==> src/rtl/sm_fv_bank_cntl_pkg.sv <==
//------------------------------------------------------------------------------
// sm_fv_bank_cntl_pkg : shared types and constants for the small FV bank.
// Optional build macro: SM_FV_PARITY_EN (adds an even-parity bit per line).
// Rev 1.0
//------------------------------------------------------------------------------
`default_nettype none

package sm_fv_bank_cntl_pkg;

  localparam int FV_BW          = 32;
  localparam int DEPTH          = 64;
  localparam int LINES_PER_NODE = 8;
  localparam int NUM_PE         = 4;
  localparam int ADDR_W         = $clog2(DEPTH);
  localparam int NODE_W         = $clog2(DEPTH / LINES_PER_NODE);
  localparam int LPN_LOG        = $clog2(LINES_PER_NODE);
  localparam int LEN_W          = LPN_LOG + 1;
  localparam int TAG_W          = $clog2(NUM_PE);

`ifdef SM_FV_PARITY_EN
  localparam int STORE_W = FV_BW + 1;
`else
  localparam int STORE_W = FV_BW;
`endif

  localparam logic [LEN_W-1:0] C_LEN_ONE = LEN_W'(1);
  localparam logic [LEN_W-1:0] C_LEN_MAX = LEN_W'(LINES_PER_NODE);

  // Stream beat as produced by the big FV bank controller
  typedef struct packed {
    logic              sos;
    logic              eos;
    logic [FV_BW-1:0]  data;
    logic [ADDR_W-1:0] addr;
  } fv_pkt_t;

  typedef struct packed {
    logic [NODE_W-1:0] node;
    logic [LEN_W-1:0]  len;
    logic [TAG_W-1:0]  pe_tag;
  } rd_req_t;

  typedef struct packed {
    logic             sos;
    logic             eos;
    logic [FV_BW-1:0] data;
    logic [TAG_W-1:0] pe_tag;
  } pe_out_t;

  typedef enum logic [1:0] {
    ST_EMPTY   = 2'd0,
    ST_LOADING = 2'd1,
    ST_READY   = 2'd2,
    ST_READING = 2'd3
  } state_t;

  // Zero-length requests still return one line; oversize ones stop at a node
  function automatic logic [LEN_W-1:0] eff_len(input logic [LEN_W-1:0] len);
    if (len == '0)
      return C_LEN_ONE;
    else if (len > C_LEN_MAX)
      return C_LEN_MAX;
    else
      return len;
  endfunction

endpackage

`default_nettype wire

==> src/rtl/sm_fv_bank_cntl_if.sv <==
//------------------------------------------------------------------------------
// sm_fv_bank_cntl_if : stream-in, read-request and Edge PE output bundle.
// Optional build macro: SM_FV_PARITY_EN (adds rd_out_perr).  Rev 1.0
//------------------------------------------------------------------------------
`default_nettype none

interface sm_fv_bank_cntl_if;
  import sm_fv_bank_cntl_pkg::*;

  logic              fv_in_valid;
  logic              fv_in_sos;
  logic              fv_in_eos;
  logic [ADDR_W-1:0] fv_in_addr;
  logic [FV_BW-1:0]  fv_in_data;

  logic              rd_req_valid;
  logic              rd_req_ready;
  logic [NODE_W-1:0] rd_req_node;
  logic [LEN_W-1:0]  rd_req_len;
  logic [TAG_W-1:0]  rd_req_pe_tag;

  logic              rd_out_valid;
  logic              rd_out_sos;
  logic              rd_out_eos;
  logic [FV_BW-1:0]  rd_out_data;
  logic [TAG_W-1:0]  rd_out_pe_tag;
`ifdef SM_FV_PARITY_EN
  logic              rd_out_perr;
`endif

  logic              bank_loaded;
  logic              load_err;

  modport slave (
    input  fv_in_valid, fv_in_sos, fv_in_eos, fv_in_addr, fv_in_data,
    input  rd_req_valid, rd_req_node, rd_req_len, rd_req_pe_tag,
    output rd_req_ready,
    output rd_out_valid, rd_out_sos, rd_out_eos, rd_out_data, rd_out_pe_tag,
`ifdef SM_FV_PARITY_EN
    output rd_out_perr,
`endif
    output bank_loaded, load_err
  );

  modport master (
    output fv_in_valid, fv_in_sos, fv_in_eos, fv_in_addr, fv_in_data,
    output rd_req_valid, rd_req_node, rd_req_len, rd_req_pe_tag,
    input  rd_req_ready,
    input  rd_out_valid, rd_out_sos, rd_out_eos, rd_out_data, rd_out_pe_tag,
`ifdef SM_FV_PARITY_EN
    input  rd_out_perr,
`endif
    input  bank_loaded, load_err
  );

endinterface

`default_nettype wire

==> src/rtl/sm_fv_linestore.sv <==
//------------------------------------------------------------------------------
// sm_fv_linestore : 1W1R register array with a registered (1-cycle) read port.
// Rev 1.0
//------------------------------------------------------------------------------
`default_nettype none

module sm_fv_linestore #(
  parameter int DEPTH  = 64,
  parameter int WIDTH  = 32,
  parameter int ADDR_W = $clog2(DEPTH)
) (
  input  logic              clk,
  input  logic              reset,
  input  logic              we,
  input  logic [ADDR_W-1:0] waddr,
  input  logic [WIDTH-1:0]  wdata,
  input  logic [ADDR_W-1:0] raddr,
  output logic [WIDTH-1:0]  rdata
);

  logic [WIDTH-1:0] r_mem [DEPTH];

  // Array contents survive reset; only the read register is cleared
  always_ff @(posedge clk) begin
    if (we)
      r_mem[waddr] <= wdata;
  end

  always_ff @(posedge clk or negedge reset) begin
    if (!reset)
      rdata <= '0;
    else
      rdata <= r_mem[raddr];
  end

endmodule

`default_nettype wire

==> src/rtl/sm_fv_bank_cntl.sv <==
//------------------------------------------------------------------------------
// sm_fv_bank_cntl : captures one FV stream, then serves tagged Edge PE bursts.
// Optional build macro: SM_FV_PARITY_EN.  Rev 1.0
//------------------------------------------------------------------------------
`default_nettype none

module sm_fv_bank_cntl
  import sm_fv_bank_cntl_pkg::*;
(
  input  logic             clk,
  input  logic             reset,
  sm_fv_bank_cntl_if.slave bus
);

  state_t            r_state;
  logic [ADDR_W-1:0] r_base;
  logic [LEN_W-1:0]  r_len;
  logic [LEN_W-1:0]  r_idx;
  logic [TAG_W-1:0]  r_tag;
  logic              r_out_valid;
  logic              r_out_sos;
  logic              r_out_eos;
  logic              r_loaded;
  logic              r_err;

  fv_pkt_t           w_pkt;
  rd_req_t           w_req;
  pe_out_t           w_out;
  logic              w_req_ready;
  logic              w_accept;
  logic              w_we;
  logic [ADDR_W-1:0] w_req_base;
  logic [ADDR_W-1:0] w_raddr;
  logic [LEN_W-1:0]  w_req_len;
  logic [STORE_W-1:0] w_wdata;
  logic [STORE_W-1:0] w_rdata;

  assign w_pkt = '{sos: bus.fv_in_sos, eos: bus.fv_in_eos,
                   data: bus.fv_in_data, addr: bus.fv_in_addr};
  assign w_req = '{node: bus.rd_req_node, len: bus.rd_req_len,
                   pe_tag: bus.rd_req_pe_tag};

  // A stream beat always wins over a read request in READY
  assign w_req_ready = (r_state == ST_READY) && !bus.fv_in_valid;
  assign w_accept    = w_req_ready && bus.rd_req_valid;
  assign w_req_len   = eff_len(w_req.len);
  assign w_req_base  = {w_req.node, {LPN_LOG{1'b0}}};

  // Beats without sos are only stored once a load has started
  assign w_we = bus.fv_in_valid &&
                (w_pkt.sos || (r_state == ST_LOADING) || (r_state == ST_READING));

`ifdef SM_FV_PARITY_EN
  assign w_wdata = {^w_pkt.data, w_pkt.data};
`else
  assign w_wdata = w_pkt.data;
`endif

  // During a burst, fetch the line for the next beat; otherwise prefetch base
  assign w_raddr = (r_state == ST_READING) ? (r_base + ADDR_W'(r_idx)) : w_req_base;

  sm_fv_linestore #(
    .DEPTH  (DEPTH),
    .WIDTH  (STORE_W),
    .ADDR_W (ADDR_W)
  ) u_store (
    .clk   (clk),
    .reset (reset),
    .we    (w_we),
    .waddr (w_pkt.addr),
    .wdata (w_wdata),
    .raddr (w_raddr),
    .rdata (w_rdata)
  );

  always_ff @(posedge clk or negedge reset) begin
    if (!reset) begin
      r_state     <= ST_EMPTY;
      r_base      <= '0;
      r_len       <= '0;
      r_idx       <= '0;
      r_tag       <= '0;
      r_out_valid <= 1'b0;
      r_out_sos   <= 1'b0;
      r_out_eos   <= 1'b0;
      r_loaded    <= 1'b0;
      r_err       <= 1'b0;
    end else begin
      case (r_state)
        ST_EMPTY, ST_READY: begin
          if (bus.fv_in_valid) begin
            if (w_pkt.sos) begin
              r_state  <= w_pkt.eos ? ST_READY : ST_LOADING;
              r_loaded <= w_pkt.eos;
            end else begin
              r_state  <= ST_EMPTY;
              r_loaded <= 1'b0;
              r_err    <= 1'b1;
            end
          end else if (w_accept) begin
            r_base      <= w_req_base;
            r_len       <= w_req_len;
            r_tag       <= w_req.pe_tag;
            r_idx       <= C_LEN_ONE;
            r_out_valid <= 1'b1;
            r_out_sos   <= 1'b1;
            r_out_eos   <= (w_req_len == C_LEN_ONE);
            r_state     <= ST_READING;
          end
        end
        ST_LOADING: begin
          if (bus.fv_in_valid && w_pkt.eos) begin
            r_state  <= ST_READY;
            r_loaded <= 1'b1;
          end
        end
        ST_READING: begin
          if (bus.fv_in_valid)
            r_err <= 1'b1;
          if (r_out_eos) begin
            r_out_valid <= 1'b0;
            r_out_sos   <= 1'b0;
            r_out_eos   <= 1'b0;
            r_tag       <= '0;
            r_state     <= ST_READY;
          end else begin
            r_out_sos <= 1'b0;
            r_out_eos <= ((r_idx + C_LEN_ONE) == r_len);
            r_idx     <= r_idx + C_LEN_ONE;
          end
        end
        default: r_state <= ST_EMPTY;
      endcase
    end
  end

  assign w_out = '{sos:    r_out_sos,
                   eos:    r_out_eos,
                   data:   r_out_valid ? w_rdata[FV_BW-1:0] : '0,
                   pe_tag: r_tag};

  assign bus.rd_req_ready  = w_req_ready;
  assign bus.rd_out_valid  = r_out_valid;
  assign bus.rd_out_sos    = w_out.sos;
  assign bus.rd_out_eos    = w_out.eos;
  assign bus.rd_out_data   = w_out.data;
  assign bus.rd_out_pe_tag = w_out.pe_tag;
  assign bus.bank_loaded   = r_loaded;
  assign bus.load_err      = r_err;
`ifdef SM_FV_PARITY_EN
  assign bus.rd_out_perr   = r_out_valid & (^w_rdata);
`endif

endmodule

`default_nettype wire

==> src/flat_wrapper.sv <==
// flat-port wrapper written by rule: the top's interface ports become plain ports
module sm_fv_bank_cntl_flat import sm_fv_bank_cntl_pkg::*;
  (clk, reset, bus_fv_in_valid, bus_fv_in_sos, bus_fv_in_eos, bus_fv_in_addr, bus_fv_in_data, bus_rd_req_valid, bus_rd_req_node, bus_rd_req_len, bus_rd_req_pe_tag, bus_rd_req_ready, bus_rd_out_valid, bus_rd_out_sos, bus_rd_out_eos, bus_rd_out_data, bus_rd_out_pe_tag, bus_bank_loaded, bus_load_err);
  sm_fv_bank_cntl_if bus_i ();
  input  logic clk;
  input  logic reset;
  input wire logic [$bits(bus_i.fv_in_valid)-1:0] bus_fv_in_valid;
  input wire logic [$bits(bus_i.fv_in_sos)-1:0] bus_fv_in_sos;
  input wire logic [$bits(bus_i.fv_in_eos)-1:0] bus_fv_in_eos;
  input wire logic [$bits(bus_i.fv_in_addr)-1:0] bus_fv_in_addr;
  input wire logic [$bits(bus_i.fv_in_data)-1:0] bus_fv_in_data;
  input wire logic [$bits(bus_i.rd_req_valid)-1:0] bus_rd_req_valid;
  input wire logic [$bits(bus_i.rd_req_node)-1:0] bus_rd_req_node;
  input wire logic [$bits(bus_i.rd_req_len)-1:0] bus_rd_req_len;
  input wire logic [$bits(bus_i.rd_req_pe_tag)-1:0] bus_rd_req_pe_tag;
  output wire logic [$bits(bus_i.rd_req_ready)-1:0] bus_rd_req_ready;
  output wire logic [$bits(bus_i.rd_out_valid)-1:0] bus_rd_out_valid;
  output wire logic [$bits(bus_i.rd_out_sos)-1:0] bus_rd_out_sos;
  output wire logic [$bits(bus_i.rd_out_eos)-1:0] bus_rd_out_eos;
  output wire logic [$bits(bus_i.rd_out_data)-1:0] bus_rd_out_data;
  output wire logic [$bits(bus_i.rd_out_pe_tag)-1:0] bus_rd_out_pe_tag;
  output wire logic [$bits(bus_i.bank_loaded)-1:0] bus_bank_loaded;
  output wire logic [$bits(bus_i.load_err)-1:0] bus_load_err;
  assign bus_i.fv_in_valid = bus_fv_in_valid;
  assign bus_i.fv_in_sos = bus_fv_in_sos;
  assign bus_i.fv_in_eos = bus_fv_in_eos;
  assign bus_i.fv_in_addr = bus_fv_in_addr;
  assign bus_i.fv_in_data = bus_fv_in_data;
  assign bus_i.rd_req_valid = bus_rd_req_valid;
  assign bus_i.rd_req_node = bus_rd_req_node;
  assign bus_i.rd_req_len = bus_rd_req_len;
  assign bus_i.rd_req_pe_tag = bus_rd_req_pe_tag;
  assign bus_rd_req_ready = bus_i.rd_req_ready;
  assign bus_rd_out_valid = bus_i.rd_out_valid;
  assign bus_rd_out_sos = bus_i.rd_out_sos;
  assign bus_rd_out_eos = bus_i.rd_out_eos;
  assign bus_rd_out_data = bus_i.rd_out_data;
  assign bus_rd_out_pe_tag = bus_i.rd_out_pe_tag;
  assign bus_bank_loaded = bus_i.bank_loaded;
  assign bus_load_err = bus_i.load_err;
  sm_fv_bank_cntl u_core (.clk(clk), .reset(reset), .bus(bus_i));
endmodule
==> config.mk <==
export PLATFORM = sky130hd
export DESIGN_NAME = sm_fv_bank_cntl_flat
export DESIGN_NICKNAME = d
export VERILOG_FILES = /design/src/rtl/sm_fv_bank_cntl_pkg.sv /design/src/rtl/sm_fv_bank_cntl_if.sv /design/src/rtl/sm_fv_linestore.sv /design/src/rtl/sm_fv_bank_cntl.sv /design/src/flat_wrapper.sv
export SDC_FILE = /design/constraint.sdc
export NUM_CORES = 2
export LEC_CHECK = 0
export ABC_AREA = 1
export CAP_MARGIN = 20
export CORE_MARGIN = 2
export CORE_UTILIZATION = 47
export DETAILED_ROUTE_END_ITERATION = 6
export PLACE_DENSITY = 0.6
export SYNTH_ARGS = -nofsm -noshare
export SYNTH_HDL_FRONTEND = slang
export SYNTH_HIERARCHICAL = 1
export SYNTH_SLANG_ARGS = --single-unit
export TNS_END_PERCENT = 20
==> constraint.sdc <==
create_clock -name clk -period 7.2 [get_ports clk]
set_input_delay 1.08 -clock clk [delete_from_list [all_inputs] [get_ports clk]]
set_output_delay 1.08 -clock clk [all_outputs]
set_load 0.005 [all_outputs]
==> impl_metrics.tcl <==
set metrics [dict create \
    syn_inst 6973 \
    clkTransAtPathRegs_ns 0.06 \
    grt_antenna_before_repair 9 \
    routed-via-count 55400 \
    path_class "flop to flop" \
    syn_nets 7029 \
    critPathSlowestCell "buf_4" \
    period_share 0.600 \
    vias_per_cell 5.84 \
    fillers 15000 \
    cts_resized 0 \
    final_nets 6992 \
    ctsHoldBuffers 0 \
    start_util 0.473 \
    clock_latency_ns 0.85 \
    reg2regPathDepth 12 \
    path_depth 12 \
    drt_iter0_markers 7526 \
    cts_tree "yes" \
    grt_pass1_wl_mm 354 \
    clock_skew_ns 0.0364 \
    wl_mm 244 \
    slew_violations 0 \
    slowest_delay_ns 0.79 \
    outcome "completed" \
    cts.path.max_buffers 3 \
    rows 155 \
    globalRouteTotalUtil 0.265 \
    power.density_nw_per_um2 393 \
    ys_ff_latch 2100 \
    ant_nets 0 \
    ys_types 31 \
    gp_congestion 0.861 \
    fmax_mhz 231 \
    cp_num_buf_inv 2 \
    wire_per_inst_um 25.7 \
    clock_sinks 2100 \
    cts_root_buf "clkbuf_16" \
    cts_setup_buffers 0 \
    layout_min_cycle_time_ns 4.32 \
    syn_area_um2 84200 \
    hp-class "input port to asynchronous set/reset pin" \
    p_leak_uw 0.0331 \
    first_global_vias 51000 \
    core_area_um2 178000 \
    syn_to_final_growth_pct 11.9 \
    dpl.hpwl_mm 130 \
    fin_tns_setup_ns 0 \
    crit_top_cell "nand2_1" \
    overflow 0 \
    h-tree-depth 4 \
    setup_viol 0 \
    critical_path.max_fanout 90 \
    crit_chain "nand2_1, nor2_4, buf_4, buf_4, nand2_1, nand3_1, nand3_1, nand2_1, nand2_1, nand3_1, nand3_1, nand2_1" \
    cts_buffers 210 \
    ir_worst_vdd_uv 430 \
    fp.dieH_um 427 \
    yosysWarnings 6 \
    drc 0 \
    numPortBuffers 92 \
    finalHoldViolCount 0 \
    tightest_slew_ns 1.15 \
    critPathArrivalTime_ns 5.07 \
    floorplan.die.width_um 427 \
    end_kind "flop" \
    startpoint_type "flop" \
    die_area_um2 183000 \
    reg2reg_from "u_core/r_state[0]$_DFFE_PN0P_" \
    io_pins 93 \
    cpLargestDelayFamily "simple AND/OR/NAND/NOR gates" \
    dr.pass1.iters 6 \
    layout-drive-gt1-share 0.0738 \
    rrSetupSlack_ns 2.88 \
    relSlewSlack 0.229 \
    rsz0062_at_grt "no" \
    ys_seq_area_frac 0.746 \
    layout_commonest_cell "nand2_1" \
    cp-startpoint "u_core/r_state[0]$_DFFE_PN0P_" \
    syn_avg_cell_area_um2 12.1 \
    final_cell_mix "nand2_1 (2309), edfxtp_1 (2048), nand3_1 (1915)" \
    drv_cap 0 \
    cp.required_ns 7.95 \
    grt_max_degree 214 \
    total_power_uw 37000 \
]
cell families (layout without fill, tap and decap cells):
logic type | Yosys count | after routing | share of synthesized area
and+or+nand+nor | 4320 | 4320 | 0.222
adders and majority gates | 3 | 3 | 0.000446
AOI/OAI and AO/OA | 26 | 26 | 0.00198
other | 0 | 5 | 0
xor gates and xnor gates | 1 | 1 | 0.000104
DFF | 2100 | 2100 | 0.746
buffers and inverters | 523 | 667 | 0.0302
where the power goes:
group | internal (µW) | switching, µW
Sequential | 13600 | 190
Clock | 6090 | 4600
Combinational | 3110 | 9430
Total | 22800 | 14200
layout make-up:
class / instances / area, µm² / area share
Multi-Input combinational cell: 4350 / 19400 / 0.206
Timing Repair Buffer: 206 / 2080 / 0.0221
Antenna cell: 5 / 12.5 / 0.000133
Clock buffer: 266 / 5560 / 0.0590
Clock inverter: 127 / 1130 / 0.0120
Tap cell: 2355 / 2950 / 0.0313
Sequential cell: 2100 / 62800 / 0.666
Inverter: 68 / 294 / 0.00312
stage by stage:
stage | setup WS, ns | instances | hold slack [ns] | util | instance area (µm²)
floorplan | 1.85 | 6973 | 0.459 | - | 84200
global placement | 2.68 | 9069 | 0.476 | 0.490 | 87300
detailed placement | 2.62 | 9071 | 0.484 | 0.490 | 87400
CTS | 2.96 | 9464 | 0.406 | 0.528 | 94100
global route | 2.66 | 9474 | 0.468 | 0.529 | 94200
finish | 2.88 | 9477 | 0.432 | 0.529 | 94200
layer usage:
layer | share of wire | up-vias | track usage
met3 | 0.088 | 367 | 0.0397
met5 | 0.000062 | - | 0
met4 | 0.038 | 2 | 0.102
met2 | 0.45 | 2657 | 0.389
li1 | - | 24700 | -
met1 | 0.43 | 27600 | 0.397
registers in the layout (all words and copies together) (netlist names), 2 cells and up:
register / flops
u_core/u_store/r_mem: 2048
u_core/r_state: 2
u_core/u_store/rdata: 32
u_core/r_base: 3
u_core/bus.rd_out_pe_tag: 2
u_core/r_idx: 4
u_core/r_len: 4
path summary, 6_finish.rpt:
check | to
worst max register to register | u_core/u_store/rdata[13]$_DFF_PN0_
worst max-delay path | u_core/u_store/rdata[13]$_DFF_PN0_
worst min register to register | u_core/bus.load_err$_DFFE_PN0P_
worst min-delay path | u_core/bus.load_err$_DFFE_PN0P_
min in group clk | u_core/bus.load_err$_DFFE_PN0P_
max in group asynchronous | u_core/bus.rd_out_valid$_DFFE_PN0P_
cell usage after synthesis (all sizes together):
cell	count	area [µm²]
nor3	2	10.0
nand4	12	75.1
xnor2	1	8.76
clkinv	1	5.00
dfrtp	52	1300
buf	375	1980
clkbuf	80	300
o21bai	1	7.51
ha	3	37.5
nor2	72	275
inv	67	254
edfxtp	2048	61500
or2	1	8.76
a211oi	1	7.51
nor4	8	50.1
nand3	1916	9590
a31oi	2	12.5
nand2	2309	8670
o21ai	11	55.1
a21oi	5	25.0
o21a	2	15.0
o22ai	4	43.8
Power figures use the tool's default switching activity.
